File: src/rtl/dbgsel_pkg.sv
// Shared definitions for the dbgsel debug mux network and its scanner.
// Contents:
//   DBGSEL_W        select code width used by the mux modules
//   DBGSEL_LAT_DEF  default select-to-data pipeline latency
//   DBGSEL_CNT_W    settle counter width (covers latencies 0..15)
//   dbgsel_state_e  scanner FSM states
package dbgsel_pkg;

  localparam int unsigned DBGSEL_W       = 8;
  localparam int unsigned DBGSEL_LAT_DEF = 2;
  localparam int unsigned DBGSEL_CNT_W   = 4;

  typedef enum logic [1:0] {
    StIdle,
    StWait,
    StHold
  } dbgsel_state_e;

endpackage

File: src/rtl/dbgsel_scan_wait.sv
// Loadable down-counter used for fixed-latency settle waits.
// Ports:
//   clk   clock (posedge)
//   rst   asynchronous active-high reset, clears the count
//   load  load val into the counter (takes priority over counting)
//   val   value to load
//   zero  high while the count is zero
// The counter decrements by one per cycle until it reaches zero and then holds.
module dbgsel_scan_wait
  import dbgsel_pkg::*;
#(
  parameter int unsigned CW = DBGSEL_CNT_W
) (
  input  logic          clk,
  input  logic          rst,
  input  logic          load,
  input  logic [CW-1:0] val,
  output logic          zero
);

  localparam logic [CW-1:0] One = CW'(1);

  logic [CW-1:0] cnt_q, cnt_d;

  always_comb begin
    cnt_d = cnt_q;
    if (load) begin
      cnt_d = val;
    end else if (cnt_q != '0) begin
      cnt_d = cnt_q - One;
    end
  end

  always_ff @(posedge clk or posedge rst) begin
    if (rst) begin
      cnt_q <= '0;
    end else begin
      cnt_q <= cnt_d;
    end
  end

  assign zero = (cnt_q == '0);

endmodule

File: src/rtl/dbgsel_scan.sv
// Debug-select scanner: walks a registered select code over an inclusive range
// [lo, hi], waits LAT+1 cycles per code for the mux network to settle, captures
// the returned debug data and presents one (select, data) sample per code on a
// valid/ready stream.
// Ports:
//   clk, rst                 clock; asynchronous active-high reset
//   start, abort             begin a scan (IDLE only); terminate an active scan
//   lo, hi                   inclusive code range, sampled on an accepted start
//   sel_o                    registered select to the mux network
//   dbg_data                 OR-combined data returned by the network
//   out_valid/out_ready      sample stream handshake
//   out_sel, out_data        sample contents
//   busy, done, err          status; done/err are single-cycle pulses
// Build option: DBGSEL_SCAN_SKIPZERO_EN suppresses samples whose captured data
// is zero; the scan advances as if the sample had been accepted immediately.
module dbgsel_scan
  import dbgsel_pkg::*;
#(
  parameter int unsigned SW  = DBGSEL_W,
  parameter int unsigned DW  = 8,
  parameter int unsigned LAT = DBGSEL_LAT_DEF
) (
  input  logic          clk,
  input  logic          rst,
  input  logic          start,
  input  logic          abort,
  input  logic [SW-1:0] lo,
  input  logic [SW-1:0] hi,
  output logic [SW-1:0] sel_o,
  input  logic [DW-1:0] dbg_data,
  output logic          out_valid,
  input  logic          out_ready,
  output logic [SW-1:0] out_sel,
  output logic [DW-1:0] out_data,
  output logic          busy,
  output logic          done,
  output logic          err
);

  localparam logic [DBGSEL_CNT_W-1:0] LatVal = DBGSEL_CNT_W'(LAT);
  localparam logic [SW-1:0]           SelOne = SW'(1);

  dbgsel_state_e state_q, state_d;
  logic [SW-1:0] sel_q, sel_d;
  logic [SW-1:0] hi_q, hi_d;
  logic          valid_q, valid_d;
  logic [SW-1:0] osel_q, osel_d;
  logic [DW-1:0] odata_q, odata_d;
  logic          done_q, done_d;
  logic          err_q, err_d;
  logic          cnt_load;
  logic          cnt_zero;
  logic          advance;

  dbgsel_scan_wait #(
    .CW(DBGSEL_CNT_W)
  ) u_wait (
    .clk  (clk),
    .rst  (rst),
    .load (cnt_load),
    .val  (LatVal),
    .zero (cnt_zero)
  );

  always_comb begin
    state_d  = state_q;
    sel_d    = sel_q;
    hi_d     = hi_q;
    valid_d  = valid_q;
    osel_d   = osel_q;
    odata_d  = odata_q;
    done_d   = 1'b0;
    err_d    = 1'b0;
    cnt_load = 1'b0;
    advance  = 1'b0;

    unique case (state_q)
      StIdle: begin
        if (start) begin
          if (hi < lo) begin
            done_d = 1'b1;
            err_d  = 1'b1;
          end else begin
            sel_d    = lo;
            hi_d     = hi;
            cnt_load = 1'b1;
            state_d  = StWait;
          end
        end
      end
      StWait: begin
        if (cnt_zero) begin
`ifdef DBGSEL_SCAN_SKIPZERO_EN
          if (dbg_data == '0) begin
            advance = 1'b1;
          end else begin
            odata_d = dbg_data;
            osel_d  = sel_q;
            valid_d = 1'b1;
            state_d = StHold;
          end
`else
          odata_d = dbg_data;
          osel_d  = sel_q;
          valid_d = 1'b1;
          state_d = StHold;
`endif
        end
      end
      StHold: begin
        if (out_ready) begin
          valid_d = 1'b0;
          advance = 1'b1;
        end
      end
      default: state_d = StIdle;
    endcase

    // Compare before incrementing so hi = all-ones finishes without wrapping.
    if (advance) begin
      if (sel_q == hi_q) begin
        done_d  = 1'b1;
        state_d = StIdle;
      end else begin
        sel_d    = sel_q + SelOne;
        cnt_load = 1'b1;
        state_d  = StWait;
      end
    end

    // Abort overrides everything, including a same-cycle handshake.
    if (abort && (state_q != StIdle)) begin
      valid_d  = 1'b0;
      done_d   = 1'b1;
      err_d    = 1'b1;
      sel_d    = sel_q;
      cnt_load = 1'b0;
      state_d  = StIdle;
    end
  end

  always_ff @(posedge clk or posedge rst) begin
    if (rst) begin
      state_q <= StIdle;
      sel_q   <= '0;
      hi_q    <= '0;
      valid_q <= 1'b0;
      osel_q  <= '0;
      odata_q <= '0;
      done_q  <= 1'b0;
      err_q   <= 1'b0;
    end else begin
      state_q <= state_d;
      sel_q   <= sel_d;
      hi_q    <= hi_d;
      valid_q <= valid_d;
      osel_q  <= osel_d;
      odata_q <= odata_d;
      done_q  <= done_d;
      err_q   <= err_d;
    end
  end

  assign sel_o     = sel_q;
  assign out_valid = valid_q;
  assign out_sel   = osel_q;
  assign out_data  = odata_q;
  assign busy      = (state_q != StIdle);
  assign done      = done_q;
  assign err       = err_q;

endmodule

File: config.mk
export PLATFORM = sky130hd
export DESIGN_NAME = dbgsel_scan
export DESIGN_NICKNAME = d
export VERILOG_FILES = /design/src/rtl/dbgsel_pkg.sv /design/src/rtl/dbgsel_scan_wait.sv /design/src/rtl/dbgsel_scan.sv
export SDC_FILE = /design/constraint.sdc
export NUM_CORES = 1
export LEC_CHECK = 0
export ABC_AREA = 1
export CORE_MARGIN = 4
export CORE_UTILIZATION = 50
export DETAILED_ROUTE_END_ITERATION = 10
export GPL_ROUTABILITY_DRIVEN = 0
export PLACE_DENSITY_LB_ADDON = 0.25
export SLEW_MARGIN = 20
export SYNTH_ARGS = -nofsm -noshare
export SYNTH_HDL_FRONTEND = slang
export SYNTH_SLANG_ARGS = --single-unit
File: constraint.sdc
create_clock -name clk -period 1.9 [get_ports clk]
set_input_delay 0.285 -clock clk [delete_from_list [all_inputs] [get_ports clk]]
set_output_delay 0.285 -clock clk [all_outputs]
set_load 0.02 [all_outputs]
==> results.json <==
{
  "status": "finished, final reports clean",
  "powerDensity_mw_per_mm2": 1588,
  "portBuffers": 56,
  "finalCritPeriodShare_pct": 96.61,
  "drc_errors": 0,
  "netlist_instances": 280,
  "synth-simple-area-share_pct": 27.20,
  "antenna_found_initial": 0,
  "instances_no_fill": 411,
  "yosysWarnings": 0,
  "crit_chain": "clkdlybuf4s50_1, inv_1, ha_1, nand2_1, inv_1, nor3_4, nand2_4, nand2_4, nand2_2, nand2_2, inv_2, or2_1",
  "areaGrowthSynthToFinish_pct": 41.11,
  "final-setup-viol-count": 0,
  "die_height_um": 77.17,
  "path_class": "primary input to flop",
  "die_x_um": 77.17,
  "maxSlewViolCount": 0,
  "layout_common_cells": "nand2_1 (70), clkdlybuf4s50_1 (52), dfrtp_1 (40), inv_1 (34), nand3_1 (27)",
  "row_count": 24,
  "path_max_fanout": 4,
  "via_per_inst": 5.163,
  "synthMuxAreaShare_pct": 4.707,
  "pin_count": 57,
  "fmax_ghz": 0.5448,
  "root_buffer": "clkbuf_8",
  "arrival_ns": 2.02,
  "worstRegToRegCells": 7,
  "finClkSkew_ns": 0.007122,
  "wl_met3_um": 370,
  "cts_buffer_depth": 2,
  "finalCriticalPeriod_ns": 1.836,
  "totalWireLength_um": 5424,
  "met2_length_um": 2673,
  "synth_top_cell_area_share_pct": 42.89,
  "cts_made_buffers": 5,
  "synth_cell_types": 31,
  "post_drt_wl_per_cell_um": 13.20,
  "tightest_slew_ns": 0.5091,
  "worstSetupEndpointType": "flop",
  "place_hpwl_um": 3855,
  "grt_max_degree": 42,
  "cts_tree": "yes",
  "dr.first_iter.drc_count": 80,
  "initial_core_util_pct": 53.11,
  "synth_seq_area_share_pct": 42.89,
  "dp_cells": 400,
  "synth_seq_cells": 41,
  "place_area_mm2": 0.003141,
  "synth_compound_area_share_pct": 5.230,
  "syn_area_per_cell_um2": 8.544,
  "reg2reg_to": "out_data[5]",
  "start_kind": "primary input",
  "cts.sinks": 41,
  "p_leak_nw": 1.686,
  "design_area_mm2": 0.003376,
  "grt_pass1_vias": 2098,
  "die-area_mm2": 0.005955,
  "drive_above_1_share_pct": 20.06,
  "slowest_delay_ns": 0.48,
  "synth_area_leaders": "dfrtp_1 (43%), nand2_1 (11%), nand3_1 (5.6%)",
  "synth_top_family_by_area": "simple AND/OR/NAND/NOR gates",
  "first_pass_iters": 5,
  "slowest_stage": "clkdlybuf4s50_1",
  "rrSetupSlack_ns": 0.25,
  "highest_layer": "met4",
  "mappedNetlistArea_mm2": 0.002392,
  "antenna_cells": 0,
  "final_hold_viol_count": 0,
  "synth-xor-area-share_pct": 6.119,
  "core-area_mm2": 0.004504,
  "nNetsFinal": 396,
  "crit_required_ns": 2.08,
  "clk_pin_slew_ns": 0.09,
  "insertion_delay_ns": 0.30,
  "vias": 2122,
  "wl_met1_um": 2302,
  "hold_slack_ns": 0.4250,
  "syn-num-nets": 318,
  "drv_cap": 0,
  "htree_levels": 2,
  "synth_largest_area_cell": "dfrtp_1",
  "final_common_cell": "nand2_1",
  "synth_edf_count": 0,
  "rr_startpoint": "u_wait.cnt_q[0]",
  "grt_usage_pct": 19.37,
  "grt_pass1_wl_um": 9363,
  "grt_overflow_total": 0,
  "synth_adder_area_share_pct": 4.707,
  "synth_ff_type": "dfrtp_1",
  "peakVddDrop_mv": 0.6732,
  "async_flop_share_pct": 100.0,
  "slew_headroom_pct": 66.06,
  "ant_nets": 0,
  "hold_path_class": "primary input to asynchronous set/reset pin"
}
[cell families (layout without fill, tap and decap cells)]
logic type               count (synthesis)  count (layout)
multiplexers                            10              10
AO/OA/AOI/OAI                           22              22
XOR/XNOR                                15              15
adder cells (fa/ha/maj)                  9               9
AND/OR/NAND/NOR                        136             136
buffers and inverters                   47             126
flip-flops                              41              41
[how the worst max path moves through the flow]
stage,end,startpoint,cells past startpoint
after CTS,state_q[0],lo[7],12
after global routing,state_q[0],lo[7],12
final,state_q[0],lo[7],12
after floorplan,state_q[0],lo[5],11
after global placement,state_q[0],lo[5],12
after detailed placement,state_q[0],lo[5],12
[final cells by class]
| class | count | area, um^2 |
|---|---|---|
| Clock buffer | 5 | 68.82 |
| Clock inverter | 3 | 68.82 |
| Fill cell | 319 | 1129 |
| Inverter | 37 | 138.9 |
| Multi-Input combinational cell | 192 | 1211 |
| Sequential cell | 41 | 1027 |
| Tap cell | 52 | 65.06 |
| Timing Repair Buffer | 81 | 795.8 |
[synth_stat cells, types with 2 or more instances]
cell,n
nand4_1,2
nand2_4,2
xnor2_1,7
nand2_2,4
buf_2,4
inv_2,2
mux2_2,10
nor3_1,5
o21ai_0,13
xnor2_2,2
o21ai_2,2
xor2_1,6
dfrtp_1,41
nand3_1,27
nor2_4,4
nor2_1,13
buf_6,5
ha_1,9
inv_1,35
nor3_2,2
a21oi_1,4
nand2_1,72
[power by group]
part	total, W	switching [W]	internal (W)	leakage [nW]
combinational	0.00286	0.00151	0.00135	1.11
sequential	0.00165	0.000349	0.00130	0.504
clock	0.000846	0.000317	0.000529	0.0687
total	0.00536	0.00218	0.00318	1.69
[state kept, by name, summed over array words and instances, names as in the netlist]
signal        cells
out_data          8
done              1
out_valid         1
sel_o             8
state_q           2
hi_q              8
u_wait.cnt_q      4
err               1
out_sel           8
[routing by layer]
layer / GRT usage, % / vias up
met1: 24.51 / 967
met4: 6.406 / 0
met5: 0 / -
met3: 4.450 / 7
li1: - / 1051
met2: 32.56 / 97
[critical path, delay by kind of cell]
| kind | cells | cell delay, ns |
|---|---|---|
| adder cells (fa/ha/maj) | 1 | 0.29 |
| AND/OR/NAND/NOR | 7 | 0.81 |
| buffers and inverters | 4 | 0.65 |
[per-stage QoR]
stage          setup slack (ns)  setup TNS [ns]  utilization (%)  total power [W]
2_1_floorplan            0.2794               0                -         0.003447
3_3_place_gp            -0.2498          -3.140            69.72         0.004382
3_5_place_dp            -0.3286          -4.660            69.72         0.004461
4_1_cts                0.003938               0            73.31         0.005354
5_1_grt                -0.01324        -0.04693            74.94         0.005777
6_report                0.06443               0            74.94         0.005359
[repair_timing]
| item | in CTS | in global routing |
|---|---|---|
| pin swaps | 4 | 4 |
| endpoints found under the setup margin | 1 | 17 |
| gates resized for setup | 2 | 16 |
| hold buffers | 0 | 0 |
| buffers inserted | 1 | 2 |
Power figures use the tool's default switching activity.
